===== src/rtl/sync_fifo_flags.sv =====
// Synchronous FIFO with registered read data, occupancy count and programmable
// almost-full/almost-empty flags. Define SYNC_FIFO_ERR_FLAGS_EN for sticky OVERFLOW/UNDERFLOW.
module sync_fifo_flags #(
    parameter int DATA_WIDTH = 8,
    parameter int FIFO_DEPTH = 16,
    parameter int ADDR_WIDTH = 4,
    parameter int AF_THRESH  = 12,
    parameter int AE_THRESH  = 4
) (
    input  logic                  CLK,
    input  logic                  RST,
    input  logic                  W_EN,
    input  logic [DATA_WIDTH-1:0] DATA_IN,
    input  logic                  R_EN,
    output logic [DATA_WIDTH-1:0] DATA_OUT,
    output logic                  R_VALID,
    output logic                  FULL,
    output logic                  EMPTY,
    output logic                  ALMOST_FULL,
    output logic                  ALMOST_EMPTY,
`ifdef SYNC_FIFO_ERR_FLAGS_EN
    input  logic                  ERR_CLR,
    output logic                  OVERFLOW,
    output logic                  UNDERFLOW,
`endif
    output logic [ADDR_WIDTH:0]   COUNT
);

    localparam logic [ADDR_WIDTH:0] LP_ONE   = (ADDR_WIDTH+1)'(1);
    localparam logic [ADDR_WIDTH:0] LP_DEPTH = (ADDR_WIDTH+1)'(FIFO_DEPTH);
    localparam logic [ADDR_WIDTH:0] LP_AF    = (ADDR_WIDTH+1)'(AF_THRESH);
    localparam logic [ADDR_WIDTH:0] LP_AE    = (ADDR_WIDTH+1)'(AE_THRESH);

    logic [DATA_WIDTH-1:0] r_mem [FIFO_DEPTH];
    logic [ADDR_WIDTH:0]   r_wptr;
    logic [ADDR_WIDTH:0]   r_rptr;
    logic [ADDR_WIDTH:0]   r_count;
    logic [DATA_WIDTH-1:0] r_dout;
    logic                  r_rvalid;

    logic w_full;
    logic w_empty;
    logic w_wr_ok;
    logic w_rd_ok;

    // Flags come straight from the registered count, so they lag the accepted operation by one cycle.
    assign w_full  = (r_count == LP_DEPTH);
    assign w_empty = (r_count == '0);
    assign w_wr_ok = W_EN && !w_full;
    assign w_rd_ok = R_EN && !w_empty;

    assign FULL         = w_full;
    assign EMPTY        = w_empty;
    assign ALMOST_FULL  = (r_count >= LP_AF);
    assign ALMOST_EMPTY = (r_count <= LP_AE);
    assign COUNT        = r_count;
    assign DATA_OUT     = r_dout;
    assign R_VALID      = r_rvalid;

    // Storage is never cleared; reset only invalidates it by rewinding the pointers.
    always_ff @(posedge CLK) begin
        if (w_wr_ok && !RST) begin
            r_mem[r_wptr[ADDR_WIDTH-1:0]] <= DATA_IN;
        end
    end

    always_ff @(posedge CLK) begin
        if (RST) begin
            r_wptr   <= '0;
            r_rptr   <= '0;
            r_count  <= '0;
            r_dout   <= '0;
            r_rvalid <= 1'b0;
        end else begin
            r_rvalid <= w_rd_ok;
            if (w_wr_ok) begin
                r_wptr <= r_wptr + LP_ONE;
            end
            if (w_rd_ok) begin
                r_rptr <= r_rptr + LP_ONE;
                r_dout <= r_mem[r_rptr[ADDR_WIDTH-1:0]];
            end
            case ({w_wr_ok, w_rd_ok})
                2'b10:   r_count <= r_count + LP_ONE;
                2'b01:   r_count <= r_count - LP_ONE;
                default: r_count <= r_count;
            endcase
        end
    end

`ifdef SYNC_FIFO_ERR_FLAGS_EN
    logic r_ovf;
    logic r_udf;

    // A set condition in the same cycle as ERR_CLR keeps the flag set.
    always_ff @(posedge CLK) begin
        if (RST) begin
            r_ovf <= 1'b0;
            r_udf <= 1'b0;
        end else begin
            if (W_EN && w_full) begin
                r_ovf <= 1'b1;
            end else if (ERR_CLR) begin
                r_ovf <= 1'b0;
            end
            if (R_EN && w_empty) begin
                r_udf <= 1'b1;
            end else if (ERR_CLR) begin
                r_udf <= 1'b0;
            end
        end
    end

    assign OVERFLOW  = r_ovf;
    assign UNDERFLOW = r_udf;
`endif

endmodule


===== config.mk =====
export PLATFORM = sky130hd
export DESIGN_NAME = sync_fifo_flags
export DESIGN_NICKNAME = d
export VERILOG_FILES = /design/src/rtl/sync_fifo_flags.sv
export SDC_FILE = /design/constraint.sdc
export NUM_CORES = 1
export LEC_CHECK = 0
export ABC_CLOCK_PERIOD_IN_PS = 5090
export BUFFER_PORTS_ARGS = -buffer_cell sky130_fd_sc_hd__buf_4
export CAP_MARGIN = 25
export CORE_MARGIN = 2
export CORE_UTILIZATION = 45
export CTS_CLUSTER_DIAMETER = 200
export DETAILED_ROUTE_END_ITERATION = 12
export GPL_TIMING_DRIVEN = 0
export SYNTH_ARGS = -nofsm -noshare
export SYNTH_HDL_FRONTEND = slang
export SYNTH_SLANG_ARGS = --single-unit

===== constraint.sdc =====
create_clock -name CLK -period 5.09 [get_ports CLK]
set_input_delay 0.2545 -clock CLK [delete_from_list [all_inputs] [get_ports CLK]]
set_output_delay 0.2545 -clock CLK [all_outputs]
set_load 0.1 [all_outputs]

==> out/metrics.yaml <==
outcome: "complete, no violations"
synthesis.area_per_instance_um2: 15.47
postSynth.asyncResetShare_pct: 0
post_layout_nonfiller_instances: 629
fin_ws_ps: 1965
preCtsSetupSlack_ps: 1974
fin_util_pct: 54.03
tightestPinTransition_ps: 846.1
netlist_area_um2: 6081
core_area_um2: 13240
setup-violations-final: 0
cts_repair_resize_count: 0
worstHoldPathType: "primary input to register"
initial_core_util_pct: 45.92
synth_edf_count: 128
report.power.total_mw: 4.024
worst_ir_drop_vdd_v: 0.0004690
drv_cap: 0
initialDrtViolationCount: 215
critical-path-max-stage-delay_ps: 500
synth_seq_area_share_pct: 70.45
slowest_stage: "dfxtp_1"
postSynth.topFlopCell: "edfxtp_1"
first_global_vias: 3331
critical_path.cell_chain: "nor4_1, a21boi_0, clkbuf_1, ha_1, ha_1, a21o_1, a21oi_1, mux2i_1, mux2_2"
critical_path.n_buffers_inverters: 1
initial_antenna_violation_count: 0
ys_ff_latch: 150
cts-root-to-sink-buffers: 2
critical-path-top-cell-by-count: "ha_1"
final.setup.tns_ps: 0
vias: 3372
path_class: "register to register"
cts.htree.levels: 4
cp_data_required_time_ps: 5400
cts.clk_slew.worst_paths_ps: 60
synth_top_cells_by_area: "edfxtp_1, mux2i_1, dfxtp_1"
clock_latency_reported_for_the_late_side_of_the_worst_skew_pair_ps: 420
power-per-cell-area_nw_per_um2: 562.4
wl_per_cell_um: 20.49
cts-hold-fix-buffers: 0
cts.sink_count: 150
achievable-frequency_ghz: 0.3200
grtUsageTotal_pct: 19.13
post_cts.repair.setup_buffers: 0
synth_common_cells: "edfxtp_1, mux2i_1, nor2_1"
synth_cells: 393
netlist.area_leader.share_pct: 63.21
detail_route.vias_per_cell: 5.361
drtPass1Iterations: 4
cts_tree: "done"
leakage_nw: 2.371
flow.area_growth_from_synthesis_pct: 17.67
die_y_um: 120.2
timing.critical_path.to_type: "register"
yosys_warnings: 0
critical_path_arrival_ps: 3440
row_count: 42
placed_cells: 597
synth.distinct_cells: 36
startpoint_type: "register"
dieArea_um2: 14460
top_level_ports: 30
num-nets-final: 462
grt_pass1_wl_mm: 19.58
diodes: 0
detailedPlacementHpwl_mm: 8.612
maximum_number_of_pins_on_one_net_before_global_route_repair: 17
skew_ps: 6.982
grt_setup_unrepaired: "false"
timing_max_transition_violations_final: 0
overflow: 0
fraction_of_the_cycle_the_final_worst_path_needs_pct: 61.39
cp_max_fo: 10
detail_route.drc_violations: 0
layout_min_cycle_time_ps: 3125
gp_routability_congestion: 0.7649
synth_area_leader_cell: "edfxtp_1"
final_antenna_net_count: 0
clk_root_buffer_cell: "clkbuf_16"
syn-num-nets: 415
cts_made_buffers: 17
finalHoldViolations: 0
synthMostInstantiatedCell: "edfxtp_1"
drive_above_1_share_pct: 16.11
critical-path-top-delay-family: "adder cells"
die_w_um: 120.2
buffer_ports.inserted: 28
design_area_um2: 7156
wl_mm: 12.89
final.hold.worst_slack_ps: 67.85
place_area_um2: 6511
max_slew_margin_pct: 43.38
==> metal layers <==
metal	track usage (%)	vias to the layer above	share of wire (%)
li1	-	1607	-
met4	9.230	0	2.9
met5	0	-	0
met1	25.40	1672	44
met2	29.37	65	48
met3	5.142	28	5.3
==> area by class of cell <==
cell class                 instances  area, um^2
sequential                       150        4284
multi-input combinational        216        1632
clock inverter                    11       203.9
timing repair buffer              28       210.2
inverter                           4       15.01
fill                            1099        6087
clock buffer                      21       440.4
buffer                            23       150.1
tap                              176       220.2
==> layout by cell type (no fill, tap or decap), drive strengths merged <==
cell / n
mux2: 1
xor2: 6
nand3: 1
mux2i: 68
clkinvlp: 1
and3: 2
or3: 2
a21o: 2
clkinv: 4
or3b: 4
clkbuf: 28
xnor2: 3
inv: 4
nor2b: 2
ha: 9
nand3b: 5
or4: 1
dfxtp: 22
bufinv: 6
buf: 44
o21a: 1
o211ai: 4
nand2: 6
nor4: 9
a211oi: 8
fa: 1
o31ai: 1
nor3: 1
a21oi: 3
a21boi: 2
nor2: 42
edfxtp: 128
o22ai: 32
==> kinds of logic after synthesis <==
logic type	count (synthesis)	synth area share, %
xor+xnor	9	1.296
fa+ha+maj	10	2.181
mux	69	11.38
buf+inv	27	2.716
flops	150	70.45
compound gates	53	5.988
simple gates	75	5.988
==> state kept, by name (all words and copies together) (netlist names) <==
name / flops
r_mem: 128
r_rptr: 4
DATA_OUT: 8
r_wptr: 4
R_VALID: 1
COUNT: 5
==> power by group <==
part / switching, mW / internal (mW)
Clock: 0.456 / 0.912
Sequential: 0.0637 / 1.41
Combinational: 0.891 / 0.291
==> path summary, 6_finish.rpt <==
| path | startpoint | endpoint | slack (ps) | cells after the start |
|---|---|---|---|---|
| worst max-delay path | COUNT[0] | COUNT[4] | 1970 | 9 |
| worst min-delay path | RST | R_VALID | 70 | 2 |
| worst max register to register | COUNT[0] | COUNT[4] | 1970 | 9 |
| worst min register to register | DATA_OUT[3] | DATA_OUT[3] | 510 | 2 |
No activity file was read; power rests on OpenSTA's default activity.
